`src/rtl/mar_burst.sv`:
```
// Memory address register with load/hold, single-step increment and a
// valid/ready burst generator stepping by a stride inside a mask-defined wrap window.
module mar_burst #(
  parameter int AW = 16,
  parameter int LW = 8,
  parameter int SW = 4
) (
  input  logic          MARB_clk,
  input  logic          MARB_rst,
  input  logic [AW-1:0] MARB_in,
  input  logic          MARB_we,
  input  logic          MARB_inc,
  input  logic [SW-1:0] MARB_stride,
  input  logic [AW-1:0] MARB_mask,
  input  logic          MARB_start,
  input  logic [LW-1:0] MARB_len,
  input  logic          MARB_ready,
  output logic [AW-1:0] MARB_out,
  output logic          MARB_valid,
  output logic          MARB_done
);

  typedef enum logic {S_IDLE = 1'b0, S_BURST = 1'b1} state_t;

  state_t        state_q, state_d;
  logic [AW-1:0] addr_q, addr_d;
  logic [SW-1:0] stride_q, stride_d;
  logic [AW-1:0] mask_q, mask_d;
  logic [LW-1:0] cnt_q, cnt_d;
  logic          done_q, done_d;

  // Masked bits take the stepped value, unmasked bits keep the current address.
  function automatic logic [AW-1:0] adv(input logic [AW-1:0] a,
                                         input logic [SW-1:0] s,
                                         input logic [AW-1:0] m);
    logic [AW-1:0] sum;
    sum = a + AW'(s);
    return (a & ~m) | (sum & m);
  endfunction

  always_ff @(posedge MARB_clk) begin
    if (MARB_rst) begin
      state_q  <= S_IDLE;
      addr_q   <= '0;
      stride_q <= '0;
      mask_q   <= '0;
      cnt_q    <= '0;
      done_q   <= 1'b0;
    end else begin
      state_q  <= state_d;
      addr_q   <= addr_d;
      stride_q <= stride_d;
      mask_q   <= mask_d;
      cnt_q    <= cnt_d;
      done_q   <= done_d;
    end
  end

  always_comb begin
    state_d  = state_q;
    addr_d   = addr_q;
    stride_d = stride_q;
    mask_d   = mask_q;
    cnt_d    = cnt_q;
    done_d   = 1'b0;
    unique case (state_q)
      S_IDLE: begin
        if (MARB_we) begin
          addr_d = MARB_in;
        end else if (MARB_start && (MARB_len != '0)) begin
          stride_d = MARB_stride;
          mask_d   = MARB_mask;
          cnt_d    = MARB_len;
          state_d  = S_BURST;
        end else if (MARB_inc) begin
          addr_d = adv(addr_q, MARB_stride, MARB_mask);
        end
      end
      S_BURST: begin
        if (MARB_we) begin
          // Abort: reload and drop the burst without a done pulse.
          addr_d  = MARB_in;
          cnt_d   = '0;
          state_d = S_IDLE;
        end else if (MARB_ready) begin
          addr_d = adv(addr_q, stride_q, mask_q);
          cnt_d  = cnt_q - LW'(1);
          if (cnt_q == LW'(1)) begin
            state_d = S_IDLE;
            done_d  = 1'b1;
          end
        end
      end
      default: state_d = S_IDLE;
    endcase
  end

  always_comb begin
    MARB_out   = addr_q;
    MARB_valid = (state_q == S_BURST);
    MARB_done  = done_q;
  end

endmodule

```
`config.mk`:
```
export PLATFORM = sky130hd
export DESIGN_NAME = mar_burst
export DESIGN_NICKNAME = d
export VERILOG_FILES = /design/src/rtl/mar_burst.sv
export SDC_FILE = /design/constraint.sdc
export NUM_CORES = 1
export LEC_CHECK = 0
export ABC_AREA = 1
export BUFFER_PORTS_ARGS = -buffer_cell sky130_fd_sc_hd__buf_2
export CAP_MARGIN = 25
export CORE_MARGIN = 2
export CORE_UTILIZATION = 60
export DETAILED_ROUTE_END_ITERATION = 16
export PLACE_DENSITY = 0.86
export SKIP_CTS_REPAIR_TIMING = 1
export SLEW_MARGIN = 15
export SYNTH_ARGS = -nofsm -noshare
export SYNTH_HDL_FRONTEND = slang
export SYNTH_SLANG_ARGS = --single-unit
```
`constraint.sdc`:
```
create_clock -name MARB_clk -period 4.4 [get_ports MARB_clk]
set_clock_uncertainty 0.1 [all_clocks]
set_input_delay 0.88 -clock MARB_clk [delete_from_list [all_inputs] [get_ports MARB_clk]]
set_output_delay 0.88 -clock MARB_clk [all_outputs]
set_load 0.05 [all_outputs]
```
== Word level (Yosys, flattened, before mapping) ==
Index checks and enable logic that the tools add are counted.

* Bits in registers: 46
* Output and inout port bits: 18
* Word-level logic and storage cells: 50
* Input bits: 50

* Equality and inequality tests: 6
* Add/subtract/negate cells: 3
* Muxes and demuxes: 18
* Reduce and logical (&&, ||, !) cells: 6
* Bitwise operators: 11

{| class="wikitable"
|+ Operators with widths
! operator !! number
|-
| $mux 16 || 5
|-
| $and 16x16->16 || 4
|-
| $add 16x4->16 || 2
|-
| $mux 8 || 4
|-
| $not 16->16 || 2
|-
| $or 16x16->16 || 2
|-
| $pmux 16 s2 || 1
|-
| $pmux 8 s2 || 1
|-
| $ne 3x3->1 const B || 3
|-
| $reduce_and 3->1 || 3
|-
| $eq 8x1->1 const B || 1
|-
| $reduce_bool 8->1 || 1
|-
| $sub 8x1->8 const B || 1
|-
| $mux 1 || 6
|-
| $ne 2x2->1 const B || 2
|-
| $reduce_or 4->1 || 1
|-
| $not 1->1 || 3
|-
| $pmux 1 s2 || 1
|-
| $logic_and 1x1->1 || 1
|}

== Logic depth before layout (Yosys ltp) ==
* Word-level depth: 7
* Depth in mapped cells: 12
* Gate-level depth less buffers: 12

== Worst setup path before layout ==
No wires, ideal clock.

* Kind: in2reg
* From: in MARB_stride[0]
* To: reg with a tool-made name
* Slack: 2.082 ns
* Stages on the path: 9
* Setup time: 0.070 ns
* Arrival time: 2.148 ns
* Required time: 4.230 ns
* Path buffers: 0
* Path through: ha_1 > fa_1 > nand3_1 > nand2_1 > nand2_1 > nor2_1 > nor3_1 > nor2_1 > a21oi_1

{| class="wikitable"
|+ RTL lines
! what !! RTL line !! source
|-
| start: declaration || 13 || <nowiki>input logic [SW-1:0] MARB_stride,</nowiki>
|}

==> results_dict.tcl <==
set metrics [dict create \
    required_ns 4.51 \
    num_rows 27 \
    status "finished, final reports clean" \
    finalNonFillerCells 699 \
    placedCellCount 691 \
    drc 0 \
    synth_mux_area_frac 0 \
    place_hpwl_microns 7210 \
    fin_tns_setup_ns 0 \
    grt_max_degree 42 \
    whs_path_depth 2 \
    areaGrowthSynthToFinish_pct 12.3 \
    drive_above_1_share 0.159 \
    setup_viol 0 \
    critPathLaunchType "flop" \
    yosys.area_share.simple 0.403 \
    syn_nets 634 \
    port_buffers 67 \
    synth_ff_type "dfxtp_1" \
    syn_area_sq_um 3470 \
    synth_compound_area_frac 0.161 \
    leakagePower_nw 1.95 \
    setup_slack_ns 1.55 \
    reg2regPathDepth 9 \
    wire_per_inst_microns 14.4 \
    power.total_mw 1.17 \
    path_class "flop to flop" \
    post-route-util 0.703 \
    ys_seq_area_frac 0.265 \
    cp.arrival_ns 2.96 \
    io_pins 68 \
    synth_area_per_cell_sq_um 6.07 \
    drt_iter0_drc 363 \
    grt.total_usage 0.329 \
    htreeDepth 2 \
    antenna_left 0 \
    timing.slew.headroom 0.428 \
    synth_xor_area_frac 0.00252 \
    ys_types 34 \
    finalHoldViolCount 0 \
    maxCapViolCount 0 \
    wl_microns 10100 \
    grt_pass1_wl_microns 16800 \
    yosys_warnings 0 \
    p_per_area_nw_per_um2 299 \
    worst_pin_slew_ns 0.856 \
    gp_congestion 0.928 \
    crit_fanout 41 \
    grt_pass1_vias 3831 \
    hp-class "flop to flop" \
    drv_slew 0 \
    layout.nets 688 \
    synthAdderAreaFrac 0.0476 \
    synthArstFlopShare 0 \
    syn-instance-count 572 \
    clk_path_buf_depth 2 \
    cts_made_buffers 5 \
    ys_seq_elements 46 \
    grt_antenna_before_repair 0 \
    firstDrtPassIters 6 \
    clk_pin_slew_worst_paths_ns 0.09 \
    initial_utilization 0.626 \
    peakVddDrop_mv 0.207 \
    synth_edf_count 0 \
    cts_sinks 46 \
    synth_top_family_by_area "simple AND/OR/NAND/NOR gates" \
    min_period_ns 2.85 \
    die_y_microns 80.1 \
    coreArea_sq_um 5540 \
    rsz0062_at_grt "false" \
    place_ws_ns 1.33 \
    worst_skew_pair.late_latency_ns 0.31 \
    antenna_cells 0 \
    period_share 0.647 \
    fp.dieW_microns 80.1 \
    die_area_sq_um 6410 \
    vias_per_cell 5.78 \
    via_count 4040 \
    fmax_mhz 351 \
    cts_tree "yes" \
    critPathCaptureType "flop" \
    gr-total-overflow 0 \
    cts.root.buffer_cell "clkbuf_8" \
]
[worst paths after layout]
check                                 from                       end  slack (ns)
hold / removal    stride_q[2]$_SDFFE_PP0P_  stride_q[2]$_SDFFE_PP0P_        0.36
setup reg to reg     MARB_valid$_SDFF_PP0_                      flop        1.55
setup / recovery     MARB_valid$_SDFF_PP0_                      flop        1.55
hold reg to reg   stride_q[2]$_SDFFE_PP0P_  stride_q[2]$_SDFFE_PP0P_        0.36
[routing by layer]
metal,vias to the layer above,track usage,part of all wire
met5,-,0,0
met4,0,0.153,0.029
met3,38,0.0449,0.091
met2,240,0.554,0.47
met1,1778,0.415,0.41
li1,1984,-,-
[where the power goes]
part / internal [mW] / leakage [nW] / total (mW) / switching (mW)
clock network: 0.169 / 0.0504 / 0.335 / 0.165
logic: 0.108 / 1.53 / 0.341 / 0.232
registers: 0.449 / 0.379 / 0.492 / 0.0425
total: 0.727 / 1.95 / 1.17 / 0.440
[kinds of logic (layout without fill, tap and decap cells)]
family	after synthesis	count (layout)
adders and majority gates	12	12
xor gates and xnor gates	1	1
DFF	46	46
buffers and inverters	99	154
AOI/OAI and AO/OA	104	104
and+or+nand+nor	310	310
[cells in the mapped netlist, drive strengths merged, types with 2 or more instances]
cell	instances	area (sq um)
a21oi	49	245
buf	16	100
clkbuf	5	20.0
dfxtp	46	921
fa	2	40.0
ha	10	125
inv	78	298
nand2	138	538
nand3	74	383
nand3b	8	60.1
nand4	21	131
nor2	63	249
nor3	3	20.0
o21ai	44	231
o22ai	7	43.8
or2	3	18.8
[worst max-delay path, cell delays in order (launching register included)]
cell and delay, ns:
dfxtp_1 0.89, inv_2 0.30, nand2_2 0.31, inv_2 0.16, nand3_4 0.41, nand2_4 0.13, nor2_1 0.16, o21ai_0 0.10
nor2_1 0.13, nor2_1 0.05
[placed cells by master (no fill, tap or decap), drive strengths merged]
cell        n
ha         10
o21bai      1
nor2       63
o22ai       7
nand3      74
a211oi      1
clkbuf      5
a32o        1
nand4      21
o31ai       1
nand3b      8
fa          2
inv        78
nor3        3
xnor2       1
nand2     138
buf        68
dfxtp      46
or2         3
o21ai      44
bufinv      1
clkinvlp    2
a21oi      49
[layout make-up]
| type | count | area, sq um |
|---|---|---|
| Clock buffer | 5 | 68.8 |
| Fill cell | 535 | 1640 |
| Multi-Input combinational cell | 427 | 2130 |
| Timing Repair Buffer | 68 | 343 |
| Clock inverter | 3 | 45.0 |
| Inverter | 78 | 298 |
| Sequential cell | 46 | 921 |
| Tap cell | 72 | 90.1 |
[metrics by stage]
step,hold WS [ns],cell area [sq um]
after floorplan,0.327,3470
after global placement,0.340,3780
after detailed placement,0.346,3780
after CTS,0.360,3900
after global routing,0.392,3900
final,0.359,3900
(Power assumes the default switching activity.)
